[config.mk]
export PLATFORM = sky130hd
export DESIGN_NAME = tile_mem_arbiter_flat
export DESIGN_NICKNAME = d
export VERILOG_FILES = /design/src/rtl/tile_mem_arbiter_if.sv /design/src/rtl/tile_mem_arbiter.sv /design/src/flat_wrapper.sv
export SDC_FILE = /design/constraint.sdc
export NUM_CORES = 1
export LEC_CHECK = 0
export ABC_AREA = 1
export BUFFER_PORTS_ARGS = -buffer_cell sky130_fd_sc_hd__buf_4
export CAP_MARGIN = 20
export CORE_UTILIZATION = 50
export DETAILED_ROUTE_END_ITERATION = 12
export GPL_TIMING_DRIVEN = 0
export PLACE_DENSITY = 0.86
export SLEW_MARGIN = 5
export SYNTH_ARGS = -nofsm -noshare
export SYNTH_HDL_FRONTEND = slang
export SYNTH_SLANG_ARGS = --single-unit
export TNS_END_PERCENT = 30
[constraint.sdc]
create_clock -name clk_control -period 7.88 [get_ports clk_control]
set_clock_uncertainty 0.15 [all_clocks]
set_input_delay 0.788 -clock clk_control [delete_from_list [all_inputs] [get_ports clk_control]]
set_output_delay 0.788 -clock clk_control [all_outputs]
set_load 0.02 [all_outputs]
[src/rtl/tile_mem_arbiter_if.sv]
// tile_mem_arbiter_if
//   Bundles the three buses around the tile BRAM arbiter.
//   AXI indirect port : mem_valid_axi, mem_addr_axi, mem_wdata_axi,
//                       mem_wstrb_axi -> mem_rdata_axi
//   Core native port  : mem_valid_core, mem_addr_core, mem_wdata_core,
//                       mem_wstrb_core -> mem_ready_core, mem_rdata_core
//   BRAM port         : bram_en, bram_we, bram_addr, bram_din <- bram_dout
//   Modport slave is the arbiter side; modport master is everything around it
//   (AXI control stage, core, BRAM).
interface tile_mem_arbiter_if #(
  parameter int BW     = 32,
  parameter int ADDR_W = 12
);
  localparam int BWB = BW / 8;

  logic              mem_valid_axi;
  logic [31:0]       mem_addr_axi;
  logic [BW-1:0]     mem_wdata_axi;
  logic              mem_wstrb_axi;
  logic [BW-1:0]     mem_rdata_axi;

  logic              mem_valid_core;
  logic [31:0]       mem_addr_core;
  logic [BW-1:0]     mem_wdata_core;
  logic [BWB-1:0]    mem_wstrb_core;
  logic              mem_ready_core;
  logic [BW-1:0]     mem_rdata_core;

  logic              bram_en;
  logic [BWB-1:0]    bram_we;
  logic [ADDR_W-1:0] bram_addr;
  logic [BW-1:0]     bram_din;
  logic [BW-1:0]     bram_dout;

  modport slave (
    input  mem_valid_axi, mem_addr_axi, mem_wdata_axi, mem_wstrb_axi,
    output mem_rdata_axi,
    input  mem_valid_core, mem_addr_core, mem_wdata_core, mem_wstrb_core,
    output mem_ready_core, mem_rdata_core,
    output bram_en, bram_we, bram_addr, bram_din,
    input  bram_dout
  );

  modport master (
    output mem_valid_axi, mem_addr_axi, mem_wdata_axi, mem_wstrb_axi,
    input  mem_rdata_axi,
    output mem_valid_core, mem_addr_core, mem_wdata_core, mem_wstrb_core,
    input  mem_ready_core, mem_rdata_core,
    input  bram_en, bram_we, bram_addr, bram_din,
    output bram_dout
  );
endinterface

[src/rtl/tile_mem_arbiter.sv]
// tile_mem_arbiter
//   Shares the tile's single-port local BRAM between the AXI-lite indirect
//   memory port and the RISC-V core's native valid/ready port. The AXI side
//   cannot be back-pressured, so it always wins; the core is stalled instead.
//   Ports:
//     clk_control          single clock for the whole block
//     clk_control_rst_high asynchronous active-high reset
//     core_enable          rvControl[0]; gates acceptance of core requests
//     bus                  AXI / core / BRAM signals (tile_mem_arbiter_if.slave)
//     core_stall_count     saturating count of core cycles lost to AXI
//     core_oob_count       saturating count of out-of-range core accesses
//
//   Core FSM
//   state | meaning
//   IDLE  | waiting for a core request; AXI traffic has priority
//   ISSUE | core access is in the BRAM (registered port cycle)
//   WAIT  | BRAM read data valid; capture it (or 0) for the core
//   RESP  | mem_ready_core high for this one cycle
module tile_mem_arbiter #(
  parameter int BW     = 32,
  parameter int BWB    = BW / 8,
  parameter int ADDR_W = 12
) (
  input  logic                 clk_control,
  input  logic                 clk_control_rst_high,
  input  logic                 core_enable,
  tile_mem_arbiter_if.slave    bus,
  output logic [BW-1:0]        core_stall_count,
  output logic [BW-1:0]        core_oob_count
);

  typedef enum logic [1:0] {
    IDLE  = 2'd0,
    ISSUE = 2'd1,
    WAIT  = 2'd2,
    RESP  = 2'd3
  } state_t;

  state_t state;
  state_t next_state;

  logic core_req;
  logic core_oob;
  logic core_accept;
  logic core_issue;
  logic stall_inc;
  logic oob_inc;

  // Set when the accepted core access is an in-range read; selects
  // bram_dout versus zero in WAIT.
  logic core_rd;

  // Two-stage tag following an AXI read through the BRAM pipeline so its
  // data is captured into mem_rdata_axi and never confused with core data.
  logic axi_rd_tag1;
  logic axi_rd_tag2;

  // Byte-offset bits and AXI address bits above the BRAM are ignored
  // (AXI wraps by truncation).
  logic unused_addr_bits;
  assign unused_addr_bits = ^{bus.mem_addr_axi[31:ADDR_W+2], bus.mem_addr_axi[1:0],
                              bus.mem_addr_core[1:0]};

  assign core_req = bus.mem_valid_core && core_enable;
  assign core_oob = |bus.mem_addr_core[31:ADDR_W+2];

  // ---------------------------------------------------------------- FSM
  always_ff @(posedge clk_control or posedge clk_control_rst_high) begin
    if (clk_control_rst_high) begin
      state <= IDLE;
    end else begin
      state <= next_state;
    end
  end

  always_comb begin
    next_state  = state;
    core_accept = 1'b0;
    core_issue  = 1'b0;
    stall_inc   = 1'b0;
    oob_inc     = 1'b0;
    unique case (state)
      IDLE: begin
        if (core_req) begin
          if (bus.mem_valid_axi) begin
            stall_inc = 1'b1;
          end else begin
            core_accept = 1'b1;
            if (core_oob) begin
              // No BRAM access; skip ISSUE so the WAIT/RESP shape is shared.
              oob_inc    = 1'b1;
              next_state = WAIT;
            end else begin
              core_issue = 1'b1;
              next_state = ISSUE;
            end
          end
        end
      end
      ISSUE:   next_state = WAIT;
      WAIT:    next_state = RESP;
      RESP:    next_state = IDLE;
      default: next_state = IDLE;
    endcase
  end

  assign bus.mem_ready_core = (state == RESP);

  // ---------------------------------------------------- BRAM port registers
  // Address and write data hold when idle; only enable and write enables drop.
  always_ff @(posedge clk_control or posedge clk_control_rst_high) begin
    if (clk_control_rst_high) begin
      bus.bram_en   <= 1'b0;
      bus.bram_we   <= '0;
      bus.bram_addr <= '0;
      bus.bram_din  <= '0;
    end else if (bus.mem_valid_axi) begin
      bus.bram_en   <= 1'b1;
      bus.bram_we   <= {BWB{bus.mem_wstrb_axi}};
      bus.bram_addr <= bus.mem_addr_axi[ADDR_W+1:2];
      bus.bram_din  <= bus.mem_wdata_axi;
    end else if (core_issue) begin
      bus.bram_en   <= 1'b1;
      bus.bram_we   <= bus.mem_wstrb_core;
      bus.bram_addr <= bus.mem_addr_core[ADDR_W+1:2];
      bus.bram_din  <= bus.mem_wdata_core;
    end else begin
      bus.bram_en   <= 1'b0;
      bus.bram_we   <= '0;
    end
  end

  // ------------------------------------------------------- AXI read return
  always_ff @(posedge clk_control or posedge clk_control_rst_high) begin
    if (clk_control_rst_high) begin
      axi_rd_tag1       <= 1'b0;
      axi_rd_tag2       <= 1'b0;
      bus.mem_rdata_axi <= '0;
    end else begin
      axi_rd_tag1 <= bus.mem_valid_axi && !bus.mem_wstrb_axi;
      axi_rd_tag2 <= axi_rd_tag1;
      if (axi_rd_tag2) begin
        bus.mem_rdata_axi <= bus.bram_dout;
      end
    end
  end

  // ------------------------------------------------------ core read return
  always_ff @(posedge clk_control or posedge clk_control_rst_high) begin
    if (clk_control_rst_high) begin
      core_rd            <= 1'b0;
      bus.mem_rdata_core <= '0;
    end else begin
      if (core_accept) begin
        core_rd <= !core_oob && (bus.mem_wstrb_core == '0);
      end
      if (state == WAIT) begin
        bus.mem_rdata_core <= core_rd ? bus.bram_dout : '0;
      end
    end
  end

  // ------------------------------------------------------------- counters
  always_ff @(posedge clk_control or posedge clk_control_rst_high) begin
    if (clk_control_rst_high) begin
      core_stall_count <= '0;
      core_oob_count   <= '0;
    end else begin
      if (stall_inc && (core_stall_count != '1)) begin
        core_stall_count <= core_stall_count + 1'b1;
      end
      if (oob_inc && (core_oob_count != '1)) begin
        core_oob_count <= core_oob_count + 1'b1;
      end
    end
  end

endmodule

[src/flat_wrapper.sv]
// flat-port wrapper written by rule: the top's interface ports become plain ports
module tile_mem_arbiter_flat 
#(
  parameter int BW     = 32,
  parameter int BWB    = BW / 8,
  parameter int ADDR_W = 12
)
  (clk_control, clk_control_rst_high, core_enable, core_stall_count, core_oob_count, bus_mem_valid_axi, bus_mem_addr_axi, bus_mem_wdata_axi, bus_mem_wstrb_axi, bus_mem_rdata_axi, bus_mem_valid_core, bus_mem_addr_core, bus_mem_wdata_core, bus_mem_wstrb_core, bus_mem_ready_core, bus_mem_rdata_core, bus_bram_en, bus_bram_we, bus_bram_addr, bus_bram_din, bus_bram_dout);
  tile_mem_arbiter_if #(.BW(BW), .ADDR_W(ADDR_W)) bus_i ();
  input  logic clk_control;
  input  logic clk_control_rst_high;
  input  logic core_enable;
  output logic [BW-1:0] core_stall_count;
  output logic [BW-1:0] core_oob_count;
  input wire logic [$bits(bus_i.mem_valid_axi)-1:0] bus_mem_valid_axi;
  input wire logic [$bits(bus_i.mem_addr_axi)-1:0] bus_mem_addr_axi;
  input wire logic [$bits(bus_i.mem_wdata_axi)-1:0] bus_mem_wdata_axi;
  input wire logic [$bits(bus_i.mem_wstrb_axi)-1:0] bus_mem_wstrb_axi;
  output wire logic [$bits(bus_i.mem_rdata_axi)-1:0] bus_mem_rdata_axi;
  input wire logic [$bits(bus_i.mem_valid_core)-1:0] bus_mem_valid_core;
  input wire logic [$bits(bus_i.mem_addr_core)-1:0] bus_mem_addr_core;
  input wire logic [$bits(bus_i.mem_wdata_core)-1:0] bus_mem_wdata_core;
  input wire logic [$bits(bus_i.mem_wstrb_core)-1:0] bus_mem_wstrb_core;
  output wire logic [$bits(bus_i.mem_ready_core)-1:0] bus_mem_ready_core;
  output wire logic [$bits(bus_i.mem_rdata_core)-1:0] bus_mem_rdata_core;
  output wire logic [$bits(bus_i.bram_en)-1:0] bus_bram_en;
  output wire logic [$bits(bus_i.bram_we)-1:0] bus_bram_we;
  output wire logic [$bits(bus_i.bram_addr)-1:0] bus_bram_addr;
  output wire logic [$bits(bus_i.bram_din)-1:0] bus_bram_din;
  input wire logic [$bits(bus_i.bram_dout)-1:0] bus_bram_dout;
  assign bus_i.mem_valid_axi = bus_mem_valid_axi;
  assign bus_i.mem_addr_axi = bus_mem_addr_axi;
  assign bus_i.mem_wdata_axi = bus_mem_wdata_axi;
  assign bus_i.mem_wstrb_axi = bus_mem_wstrb_axi;
  assign bus_mem_rdata_axi = bus_i.mem_rdata_axi;
  assign bus_i.mem_valid_core = bus_mem_valid_core;
  assign bus_i.mem_addr_core = bus_mem_addr_core;
  assign bus_i.mem_wdata_core = bus_mem_wdata_core;
  assign bus_i.mem_wstrb_core = bus_mem_wstrb_core;
  assign bus_mem_ready_core = bus_i.mem_ready_core;
  assign bus_mem_rdata_core = bus_i.mem_rdata_core;
  assign bus_bram_en = bus_i.bram_en;
  assign bus_bram_we = bus_i.bram_we;
  assign bus_bram_addr = bus_i.bram_addr;
  assign bus_bram_din = bus_i.bram_din;
  assign bus_i.bram_dout = bus_bram_dout;
  tile_mem_arbiter #(.BW(BW), .BWB(BWB), .ADDR_W(ADDR_W)) u_core (.clk_control(clk_control), .clk_control_rst_high(clk_control_rst_high), .core_enable(core_enable), .bus(bus_i), .core_stall_count(core_stall_count), .core_oob_count(core_oob_count));
endmodule
After elaboration in Yosys (flattened, before gate mapping)
Index checks and enable logic that the tools add are counted.
{"block": "word_totals", "ff_bits": 182, "latchBits": 0, "ram_bits": 0, "mem_bits_ro": 0, "in_bits": 170, "out_inout_bits": 178, "wordCells": 60, "memories": 0}
{"block": "op_classes", "n_addsub": 2, "n_mul": 0, "div": 0, "order_cmp": 0, "eq_ne": 7, "shift": 0, "muxes": 27, "n_bitwise": 0, "n_reduce_logical": 12}
{"cell": "$mux W32", "n": 3}
{"cell": "$add A32 B1 Y32 const B", "n": 2}
{"cell": "$ne A32 B32 Y1 const B", "n": 2}
{"cell": "$mux W12", "n": 2}
{"cell": "$reduce_or A18 Y1", "n": 1}
{"cell": "$mux W1", "n": 16}
{"cell": "$mux W4", "n": 2}
{"cell": "$pmux W2 S4", "n": 1}
{"cell": "$mux W2", "n": 3}
{"cell": "$logic_and A1 B1 Y1", "n": 5}
{"cell": "$eq A2 B2 Y1 const B", "n": 2}
{"cell": "$logic_not A4 Y1", "n": 1}
{"cell": "$eq A2 B1 Y1 const B", "n": 1}
{"cell": "$logic_not A1 Y1", "n": 2}
{"cell": "$logic_not A2 Y1", "n": 1}
{"cell": "$ne A2 B1 Y1 const B", "n": 1}
{"cell": "$ne A2 B2 Y1 const B", "n": 1}
{"cell": "$reduce_and A2 Y1", "n": 1}
{"cell": "$reduce_bool A2 Y1", "n": 1}

Longest topological paths before layout
Gate-level depths: netlist (run 1).
{"block": "depth", "ltp_word": 7, "depth_mapped": 11, "ltp_nobuf": 10}

Worst setup path after synthesis (run 1)
OpenSTA, ideal clock, no wires.
{"block": "synth_timing", "path_kind": "input port to flip-flop", "from": "in bus_mem_addr_core[15]", "to": "reg u_core.bus.bram_addr[10]", "setup_time_ns": 0.066, "t_arrival_ns": 1.724, "required_time_ns": 7.664, "path_slack_ns": 5.940, "cell_stages": 7, "path_buffers": 1, "path_cell_list": "or2_1 -> nor2_1 -> nand4_2 -> nand2_2 -> buf_4 -> nand2_1 -> nand2_1"}
{"block": "synth_between", "elab_chain_len": 6}
{"item": "from (decl)", "line_no": "flat_wrapper.sv:21", "source": "input wire logic [$bits(bus_i.mem_addr_core)-1:0] bus_mem_addr_core;"}
{"item": "$reduce_or A18 Y1", "line_no": "tile_mem_arbiter.sv:65", "source": "assign core_oob = |bus.mem_addr_core[31:ADDR_W+2];"}
{"item": "$mux W1", "line_no": "tile_mem_arbiter.sv:89", "source": "if (core_oob) begin"}
{"item": "$mux W1", "line_no": "tile_mem_arbiter.sv:85", "source": "if (bus.mem_valid_axi) begin"}
{"item": "$mux W1", "line_no": "tile_mem_arbiter.sv:84", "source": "if (core_req) begin"}
{"item": "$mux W1", "line_no": "tile_mem_arbiter.sv:82", "source": "unique case (state)"}
{"item": "$reduce_bool A2 Y1 (no source line)"}
{"item": "to (signal assigned)", "line_no": "tile_mem_arbiter.sv:120", "source": "bus.bram_addr <= bus.mem_addr_axi[ADDR_W+1:2];"}
{"item": "to (signal assigned)", "line_no": "tile_mem_arbiter.sv:125", "source": "bus.bram_addr <= bus.mem_addr_core[ADDR_W+1:2];"}
{"item": "to (decl)", "line_no": "tile_mem_arbiter_if.sv:40", "source": "output bram_en, bram_we, bram_addr, bram_din,"}
No other way between the ends.
A chain may end at the register's enable or synchronous reset.

Final worst setup path (run 1)
{"block": "layout_timing", "from": "reg u_core.state[1]", "to": "out bus_mem_ready_core"}
{"block": "layout_between", "elab_chain_len": 1}
{"item": "from (decl)", "line_no": "tile_mem_arbiter.sv:39", "source": "state_t state;"}
{"item": "from (signal assigned)", "line_no": "tile_mem_arbiter.sv:72", "source": "state <= next_state;"}
{"item": "$eq A2 B2 Y1", "line_no": "tile_mem_arbiter.sv:107", "source": "assign bus.mem_ready_core = (state == RESP);"}
{"item": "to (decl)", "line_no": "flat_wrapper.sv:24", "source": "output wire logic [$bits(bus_i.mem_ready_core)-1:0] bus_mem_ready_core;"}
No other way between the ends.

==> impl_results.md, run 1 <==
* Status: finished clean
* # resized after CTS at 0
* Hold crit path type: register to register
* Clock power frac at a little under a third
* Residual DRC at 0
* Unique masters post-synth at 36
* Leak at 6.91 nW
* Count of final hold-check violations at 0
* Final max-slew violation count at 0
* Fraction of registers with async set/reset at 100%
* Crit start category: register
* H-tree Lvls at 4
* Port bufs at 325
* Total GRT Usage at approximately 29%
* Highest Clock Rate at around 470 MHz
* Fill cells at approximately 1500
* Final worst path period need at about 2.1 ns
* Cts bufs inserted at 17
* Rel. slew slack at 52.9%
* DR vias at around 9300
* Die height at 139 µm
* First-pass GRT wire length at 44.6 mm
* CTS Hold Bufs at 0
* Antenna violations before repair at 0
* Post-synth top area share at about half
* Sequential share of power at a little over 40%
* Min Hold Slack at between 0.15 and 0.2 ns
* Leading post-synthesis cells by cell area: dfrtp_1, nand2_1, nor2_1, nand3_1, inv_1
* Core footprint at 18200 µm²
* Clk slew on worst S/H paths at 0.07 ns
* Synth cell count leaders: nand2_1, dfrtp_1, nor2_1, inv_1, nand3_1
* Max_cap viols at 0
* Clk root buf: clkbuf_16
* Vias per cell at between 4 and 5
* Vias in the first global route at 9072
* Antenna viol nets, final at 0
* WS Path Type: register to output pin
* Sequential-to-total area share from yosys stat at 48.2%
* Worst slew pin tran at 0.707 ns
* Total wire length at 27.4 mm
* Switch share at 34.3%
* Gpl congestion at between 0.9 and 1
* Clock Path Buffers at 2
* Congestion Overflow GR at 0
* Drt first-iter violations at about 550
* Proportion of layout cells with a drive suffix above 1 at about a quarter
* Arr. time, crit path at around 1.2 ns
* Io pins at between 300 and 400
* Syn Nets at between 1000 and 1500
* Fin crit share at between 20% and 30%
* Main flop type after synthesis: dfrtp_1
* Yosys reg bits at 182
* Maximum VDD drop at approximately 0.15 mV
* Crit end category: output pin
* Antenna cells at 0
* Finished Cell Area at 12800 µm²
* Initial cell density of the core at 51.8%
* Most frequent cell after synthesis: nand2_1
* Die X-Extent at roughly 140 µm
* Setup Buffers After CTS at 0
* Yosys warnings at 0
* Final HPWL DP at between 20 and 25 mm
* CP required at between 6 and 7 ns
* P per Cell Area at approximately 220 nW/µm²
* Clock Latency Late Sink at 0.43 ns
* Syn Std Cell Area at approximately 9400 µm²
* Setup total negative slack at 0 ns
* Largest net degree at the start of global routing at between 100 and 150
* Nets at 1816
* Synth Area per Inst at between 7 and 8 µm²
* Internal power at ~0.0019 W
* Worst Path Max Fanout at 3
* DP Area at 12200 µm²
* Total Power at approximately 0.0029 W
* Post-synth EDFFs at 0
* TritonCTS clock tree: done
* Clock Sink Count at roughly 180
* Area grow syn2layout at 35.7%
* Combinational Power Share at roughly 28%
* Mapped Cells at approximately 1300
* RSZ-0062 raised after global routing: no
* Final setup violation count at 0
* Wire per inst at 14.5 µm
* Die area at 19400 µm²
* Psw at around 0.00099 W
* Cell Rows at roughly 50
* Drt first pass iters at 5
* Post-synth top area cell: dfrtp_1
[power groups by stage]
stage	Combinational, W	Sequential [W]	Clock [W]
after global routing	0.000879	0.00120	0.000936
after floorplan	0.000263	0.00135	0
after detailed placement	0.000816	0.00119	0
after global placement	0.000795	0.00119	0
final	0.000810	0.00118	0.000884
after CTS	0.000818	0.00118	0.000899
[cell type report]
| cell class | instances | area [µm²] | share of cell area (%) |
|---|---|---|---|
| Sequential cell | 182 | 4550 | 35.6 |
| Multi-Input combinational cell | 995 | 4350 | 34.0 |
| Timing Repair Buffer | 326 | 2470 | 19.3 |
| Clock buffer | 17 | 425 | 3.32 |
| Tap cell | 229 | 287 | 2.24 |
| Inverter | 73 | 284 | 2.22 |
| Buffer | 46 | 260 | 2.03 |
| Clock inverter | 15 | 181 | 1.42 |
[sequential cells by signal, indices dropped and copies added (netlist names)]
register and flops:
u_core.axi_rd_tag1 1, u_core.axi_rd_tag2 1, u_core.bus.bram_addr 12, u_core.bus.bram_din 32
u_core.bus.bram_en 1, u_core.bus.bram_we 4, u_core.bus.mem_rdata_axi 32, u_core.bus.mem_rdata_core 32
u_core.core_oob_count 32, u_core.core_rd 1, u_core.core_stall_count 32, u_core.state 2
[layout by cell type (no fill, tap or decap), drive strengths merged]
master    Yosys  layout
inv          72      82
nand4         3       3
o211ai        1       1
or2           1       1
o22ai         1       1
ha            5       5
nand3b       16      16
nor3          3       3
dfrtp       182     182
bufinv        0       2
mux2          4       4
o221ai        1       1
xor2         21      21
clkbuf       26      43
clkinvlp      0       1
and2          1       1
xnor2        10      10
a21oi        28      28
o21ai        36      36
clkinv        1       3
nand2       653     653
buf          20     346
nand3        67      67
nor2        144     144
[cells by family after synthesis]
family,after synthesis,synth area share (%)
and+or+nand+nor,888,38.4
AOI/OAI and AO/OA,67,3.63
buffers and inverters,119,5.69
muxes,4,0.477
adders and majority gates,5,0.663
DFF,182,48.2
xor gates and xnor gates,31,2.88
[final timing paths]
| check | slack [ns] | start | endpoint | depth (start not counted) |
|---|---|---|---|---|
| setup reg to reg | 5.79 | u_core.state[0] | u_core.bus.bram_we[2] | 7 |
| max in group asynchronous | 6.40 | clk_control_rst_high | u_core.bus.bram_addr[3] | 3 |
| setup / recovery | 5.76 | u_core.state[1] | bus_mem_ready_core | 2 |
| hold reg to reg | 0.20 | u_core.axi_rd_tag1 | u_core.axi_rd_tag2 | 0 |
| min in group asynchronous | 0.34 | clk_control_rst_high | u_core.core_stall_count[31] | 2 |
| hold / removal | 0.20 | u_core.axi_rd_tag1 | u_core.axi_rd_tag2 | 0 |
[layer usage]
layer  track usage (%)  vias to the layer above  share of wire (%)
met2              50.5                      356                 49
met3              7.12                       62                6.7
met1              34.7                     4253                 41
li1                  -                     4678                  -
met5                 0                        -                  0
met4              10.9                        0                3.1
[critical path: stages (launching register included)]
cell	delay [ns]
dfrtp_1	0.40
ha_1	0.18
buf_4	0.16
[through the flow]
step                      util [%]  cells  worst slack [ns]
after floorplan                  -   1296              2.00
after CTS                     70.3   1883              5.74
after global routing          70.3   1883              5.58
after detailed placement      67.0   1851              5.42
after global placement        66.8   1850            0.0797
final                         70.3   1883              5.76
(Power assumes the default switching activity.)
==> run 2: changes to the inputs <==
--- a/config.mk
+++ b/config.mk
@@ -5,13 +5,14 @@
 export SDC_FILE = /design/constraint.sdc
 export NUM_CORES = 1
 export LEC_CHECK = 0
-export ABC_AREA = 1
+export ABC_AREA = 0
 export BUFFER_PORTS_ARGS = -buffer_cell sky130_fd_sc_hd__buf_4
 export CAP_MARGIN = 20
-export CORE_UTILIZATION = 50
+export CORE_AREA = 2 2 134 136
 export DETAILED_ROUTE_END_ITERATION = 12
+export DIE_AREA = 0 0 136 138
 export GPL_TIMING_DRIVEN = 0
-export PLACE_DENSITY = 0.86
+export PLACE_DENSITY = 0.85
 export SLEW_MARGIN = 5
 export SYNTH_ARGS = -nofsm -noshare
 export SYNTH_HDL_FRONTEND = slang
==> constraint.sdc (replaced) <==
create_clock -name clk_control -period 2 [get_ports clk_control]
set_clock_uncertainty 0.15 [all_clocks]
set_input_delay 0.2 -clock clk_control [delete_from_list [all_inputs] [get_ports clk_control]]
set_output_delay 0.2 -clock clk_control [all_outputs]
set_load 0.02 [all_outputs]
==> run 2 against run 1 <==
Against the previous run:
- power rose to 3.4 times the previous value
- worst setup slack lost 5.9 ns
- critical path depth increased by 8
- the run now ends with setup timing left
- first-iteration DRC count is 18% higher
- largest power group unchanged
- utilization grew 8.5 points
- final area up 8.0%
- critical endpoint is now u_core.bus.bram_din[19]
==> impl_results.md, run 2 <==
* GR Layer Usage met2 at about 55%
* Highest Clock Rate at 466 MHz
* Worst reg2reg endpoint: u_core.bus.bram_din[19]
* Synth cell count leaders: dfrtp_1, nand2_1, a21oi_1, nor2b_1, inv_1
* Leak at between 6 and 7 nW
* Area grow syn2layout at 68.5%
* Min Hold Slack at slightly above 0.2 ns
* Antenna viol nets, final at 0
* Initial cell density of the core at between 40 and 50%
* Total GRT Usage at between 30% and 40%
* Fraction of registers with async set/reset at 100%
* Die area at between 15000 and 20000 µm²
* Cts bufs inserted at 17
* Cell Rows at slightly below 50
* Synth Area per Inst at ~10 µm²
* Final HPWL DP at between 15 and 20 mm
* Count of final hold-check violations at 0
* Wire per inst at 20.6 µm
* Setup total negative slack at -3.79 ns
* H-tree Lvls at 4
* Violated checks: setup timing
* RSZ-0062 raised after global routing: yes
* Residual DRC at 0
* Reg2Reg Depth at 10
* Clock Path Buffers at 2
* PnR worst setup slack at -0.144 ns
* Clock Latency Late Sink at roughly 0.43 ns
* Sequential-to-total area share from yosys stat at approximately 55%
* Final setup violation count at 66
* Crit end category: register
* Vias in the first global route at 8869
* Reg-to-reg startpoint: u_core.state[1]
* Largest net degree at the start of global routing at 40
* Mapped Cells at around 810
* Post-synth top area cell: dfrtp_1
* Worst Setup SP: u_core.state[1]
* Antenna violations before repair at 1
* Leading cell type in the layout, fill and taps excluded: buf_4
* Io pins at between 300 and 400
* Most frequent cell after synthesis: dfrtp_1
* Yosys reg bits at ~180
* First-pass GRT wire length at around 47 mm
* Max_cap viols at 0
* Leading post-synthesis cells by cell area: dfrtp_1, mux2_2, nand2_1, a21oi_1, xor2_1
* Post-synth top area share at 55.5%
* Met1 Resource Use GR at 37.1%
* Vias per cell at 5.64
* Final max-slew violation count at 0
* Critical Path End: u_core.bus.bram_din[19]
* Status: finished with violations
* Die X-Extent at 136 µm
* Total wire length at about 32 mm
* Worst Path Max Fanout at 7
* Clock Sink Count at between 150 and 200
* Yosys warnings at 0
* Hold crit path type: input port to async pin
* Rel. slew slack at 55.8%
* Most frequent cells in the layout: buf_4, dfrtp_1, dlygate4sd3_1
* Worst slew pin tran at about 0.66 ns
* Most used routing layer: met2
* Arr. time, crit path at between 2 and 2.5 ns
* Syn Nets at 980
* Fin crit share at 107%
* Nets at 1506
* TritonCTS clock tree: done
* Maximum VDD drop at between 0.7 and 0.8 mV
* WS Path Type: register to register
* Congestion Overflow GR at 0
* Crit start category: register
* GRT met3 Usage at around 7.4%
* Clk slew on worst S/H paths at roughly 0.080 ns
* Clk root buf: clkbuf_16
* Syn Std Cell Area at around 8200 µm²
* Unique masters post-synth at 48
* Core footprint at around 18000 µm²
* Gpl congestion at 0.895
* DR vias at 8879
* Drt first pass iters at 6
* Fill cells at 954
* Drt first-iter violations at 641
* R2R Setup Slk at -0.14 ns
* Post-synth EDFFs at 0
* CP required at 2.16 ns
* Die height at approximately 140 µm
* Proportion of layout cells with a drive suffix above 1 at between 40% and 50%
* P per Cell Area at slightly above 700 nW/µm²
* Main flop type after synthesis: dfrtp_1
* Port bufs at between 300 and 400
* Final worst path period need at between 2 and 2.5 ns
## run 2: cell count changes after synthesis, sizes merged, moves of 30 or more
cell,delta
mux2,+32
nor2,-112
nand2,-553
inv,-30
nand3,-36
nor2b,+46
a21oi,+47
## run 2: through the flow
stage | area [µm²] | utilization, % | setup slack [ns] | cells | power, W
CTS | 13300 | 75.9 | -0.128 | 1539 | 0.00957
floorplan | 8210 | - | -0.687 | 805 | 0.00511
detailed placement | 11000 | 63.0 | -0.740 | 1364 | 0.00606
global placement | 10900 | 62.4 | -1.78 | 1359 | 0.00597
global route | 13800 | 78.9 | -0.201 | 1574 | 0.0101
finish | 13800 | 78.9 | -0.144 | 1574 | 0.00979
## run 2: area by class of cell
class,count,area (µm²),share of cell area [%]
buffer,37,268,1.94
clock inverter,14,133,0.959
clock buffer,18,439,3.18
sequential,182,4570,33.0
timing repair buffer,507,4220,30.5
antenna,1,2.50,0.0181
multi-input combinational,544,3750,27.1
inverter,42,161,1.17
tap,229,287,2.07
## run 2: kinds of logic after synthesis
group	synth area share [%]
and+or+nand+nor	19.0
xor gates and xnor gates	6.19
muxes	5.11
adders and majority gates	0.762
AOI/OAI and AO/OA	9.73
DFF	55.5
buffers and inverters	3.72
## run 2: where the power goes
part	switching (W)	internal, W	total (W)	leakage, nW
Sequential	0.000237	0.00395	0.00418	2.28
Clock	0.00160	0.00168	0.00329	0.274
Combinational	0.00120	0.00112	0.00232	4.13
Total	0.00304	0.00675	0.00979	6.69
## run 2: critical path, stage by stage, from the launching register on
cell and delay (ns):
dfrtp_1 0.42, inv_2 0.08, ha_4 0.14, and4b_2 0.31, buf_4 0.14, buf_8 0.11
nand3_4 0.16, buf_4 0.19, clkbuf_16 0.15, nand2_1 0.09, a21oi_1 0.07
## run 2: worst min path at each step
stage	start	endpoint	slack, ns
final	clk_control_rst_high	u_core.core_oob_count[5]	0.20
after global routing	u_core.axi_rd_tag1	u_core.axi_rd_tag2	0.21
after CTS	bus_mem_addr_core[14]	u_core.bus.bram_en	0.16
after detailed placement	clk_control_rst_high	u_core.core_oob_count[28]	0.09
after global placement	u_core.axi_rd_tag1	u_core.axi_rd_tag2	0.18
after floorplan	bus_mem_wstrb_axi	u_core.axi_rd_tag1	0.12
## run 2: routing by layer
metal / part of all wire (%) / vias to the layer above
met2: 51 / 569
met3: 6.8 / 182
met4: 5.7 / 0
met5: 0 / -
met1: 36 / 4301
li1: - / 3827
## run 2: repair_timing
item / CTS / global route
gates cloned: 0 / 2
buffers inserted: 17 / 32
gates resized for setup: 75 / 73
hold endpoints to repair: 160 / 0
hold buffers: 126 / 0
pin swaps: 13 / 21
endpoints found under the setup margin: 144 / 127
==> run 3: changes to the inputs <==
--- a/config.mk
+++ b/config.mk
@@ -5,14 +5,14 @@
 export SDC_FILE = /design/constraint.sdc
 export NUM_CORES = 1
 export LEC_CHECK = 0
-export ABC_AREA = 0
+export ABC_AREA = 1
 export BUFFER_PORTS_ARGS = -buffer_cell sky130_fd_sc_hd__buf_4
 export CAP_MARGIN = 20
-export CORE_AREA = 2 2 134 136
+export CORE_UTILIZATION = 50
 export DETAILED_ROUTE_END_ITERATION = 12
-export DIE_AREA = 0 0 136 138
 export GPL_TIMING_DRIVEN = 0
-export PLACE_DENSITY = 0.85
+export HOLD_SLACK_MARGIN = 0.08
+export PLACE_DENSITY = 0.86
 export SLEW_MARGIN = 5
 export SYNTH_ARGS = -nofsm -noshare
 export SYNTH_HDL_FRONTEND = slang
==> run 3 against run 2 <==
Against the previous run:
- the run still ends with setup timing left
- final cell count up 29%
- register-to-register slack better by 0.096 ns
- sequential power up 13%
- final area up 4.2%
- sequential share of layout area down 1.4 points
- worst setup slack better by 0.096 ns
- sequential cell count unchanged
- wire length up 7.7%
- global-route usage up 4.5 points
- clock power up 6.1%
- critical path type unchanged
- largest power group unchanged
- highest routed layer unchanged
==> impl_results.md, run 3 (synthesis gave the netlist of run 1 again) <==
* Maximum VDD drop at 0.637 mV
* Wire per inst at roughly 17 µm
* Worst reg2reg endpoint: u_core.bus.bram_addr[11]
* Antenna violations before repair at 0
* Crit start category: register
* Initial cell density of the core at between 50% and 60%
* Port bufs at about 330
* Gpl congestion at roughly 0.93
* Rel. slew slack at 50.0%
* Proportion of layout cells with a drive suffix above 1 at between 20% and 30%
* Status: finished with violations
* Leak at 7.59 nW
* Drt first pass iters at 5
* Worst Hold Launch: bus_mem_valid_axi
* Count of final hold-check violations at 0
* Clock Latency Late Sink at approximately 0.43 ns
* Final max-slew violation count at 0
* Combinational Power Share at between 30% and 40%
* Cell family with the largest share of critical-path delay: simple AND/OR/NAND/NOR gates
* CP required at 2.23 ns
* Io pins at approximately 350
* Nets at 1957
* Leading cell type in the layout, fill and taps excluded: nand2_1
* Die X-Extent at ~140 µm
* Die height at about 140 µm
* Reg2Reg Depth at 10
* Hold crit path type: input port to register
* Cts bufs inserted at 17
* Fin crit share at 102%
* Arr. time, crit path at between 2 and 2.5 ns
* Total wire length at between 30 and 40 mm
* Congestion Overflow GR at 0
* Drt first-iter violations at 789
* Clock power frac at ~30%
* Antenna cells at 0
* Hold Path Cell Cnt at 5
* WS Path Type: register to register
* H-tree Lvls at 4
* Clock Sink Count at 182
* Final worst path period need at about 2 ns
* Worst Path Max Fanout at 7
* Worst slew pin tran at 0.749 ns
* Clk slew on worst S/H paths at around 0.090 ns
* Antenna viol nets, final at 0
* Dpl ws at -0.0809 ns
* PnR worst setup slack at -0.0481 ns
* P per Cell Area at about 830 nW/µm²
* Worst Path Buf+Inv at 4
* Sequential share of power at 39.5%
* Violated checks: setup timing
* Total GRT Usage at roughly 36%
* Cell Rows at 49
* Reg-to-reg startpoint: u_core.state[1]
* Vias in the first global route at 10827
* Switch share at a little over a third
* Area grow syn2layout at 52.6%
* Clk root buf: clkbuf_16
* Residual DRC at 0
* Final setup violation count at 1
* Largest net degree at the start of global routing at 42
* Clock Path Buffers at 2
* Final HPWL DP at approximately 22 mm
* First-pass GRT wire length at around 55 mm
* Min Hold Slack at ~0.10 ns
* R2R Setup Slk at -0.05 ns
* Most frequent cells in the layout: nand2_1, buf_4, dfrtp_1
* Max_cap viols at 0
* Internal power at approximately 0.0077 W
* Slowest cell on crit path: dfrtp_1
* Sequential Area at 4560 µm²
* TritonCTS clock tree: done
* Fill cells at roughly 1100
* Highest Clock Rate at about 490 MHz
* DR vias at ~11000
* Die area at just under 20000 µm²
* Crit-path cells: inv_2 > ha_4 > inv_2 > nor3_4 > nand4_4 > nand2_8 > buf_4 > buf_4 > nand2_1 > nand2_1
* Crit end category: register
* Hold path endpoint: u_core.bus.bram_din[27]
* Psw at between 0.004 and 0.005 W
* Core footprint at about 18000 µm²
* RSZ-0062 raised after global routing: yes
* Vias per cell at between 5 and 6
* Worst path max stage delay at 0.41 ns
* Area of the multi-input gates at between 4000 and 5000 µm²
==> run 3: final cells by class <==
class,instances,area share [%]
multi-input combinational,996,30.9
clock buffer,17,2.95
buffer,46,2.20
clock inverter,15,1.25
tap,229,1.99
timing repair buffer,466,27.1
sequential,182,31.6
inverter,73,1.95
==> run 3: routing by layer <==
metal  vias to the layer above  wire [µm]  GRT usage [%]
met5                         -          0              0
met4                         0       2230           22.6
met3                       178       2590           7.64
met2                       619      17300           62.6
met1                      5067      12800           41.4
li1                       4977          -              -
==> run 3: worst max-delay path by stage <==
stage / start / endpoint / slack, ns / cells after the start
floorplan: clk_control_rst_high / u_core.axi_rd_tag1 / -0.69 / 1
global placement: clk_control_rst_high / u_core.bus.mem_rdata_axi[2] / -1.76 / 2
detailed placement: u_core.state[0] / u_core.bus.bram_we[1] / -0.08 / 7
CTS: u_core.state[0] / u_core.core_oob_count[22] / 0.01 / 9
global route: u_core.state[1] / u_core.bus.bram_addr[11] / -0.12 / 10
finish: u_core.state[1] / u_core.bus.bram_addr[11] / -0.05 / 10
==> run 3: power by group through the flow <==
stage / combinational [W] / clock [W] / sequential, W
global placement: 0.00313 / 0 / 0.00469
CTS: 0.00347 / 0.00348 / 0.00465
global route: 0.00395 / 0.00368 / 0.00476
finish: 0.00371 / 0.00349 / 0.00471
detailed placement: 0.00323 / 0 / 0.00471
floorplan: 0.00104 / 0 / 0.00532
==> run 3: what timing repair did <==
action	in CTS	in global routing
hold buffers	127	0
hold endpoints to repair	145	0
setup endpoints to repair	79	184
cloned	0	3
pin swaps	1	5
resized for setup	12	47
setup buffers	0	8
==> run 3: tightest hold or removal path: stages <==
cell and delay, ns:
buf_4 0.09, inv_2 0.13, nand2_4 0.13, nand2_1 0.06, nand2_1 0.05
==> run 3: through the flow <==
stage | setup TNS (ns) | cells | util [%] | instance area, µm² | power (W)
after floorplan | -124.95 | 1296 | - | 9440 | 0.00636
after global placement | -318.91 | 1850 | 66.8 | 12200 | 0.00782
after detailed placement | -2.30 | 1854 | 67.3 | 12300 | 0.00794
after CTS | 0 | 2013 | 77.8 | 14200 | 0.0116
after global routing | -0.607 | 2024 | 79.1 | 14400 | 0.0124
final | -0.0481 | 2024 | 79.1 | 14400 | 0.0119
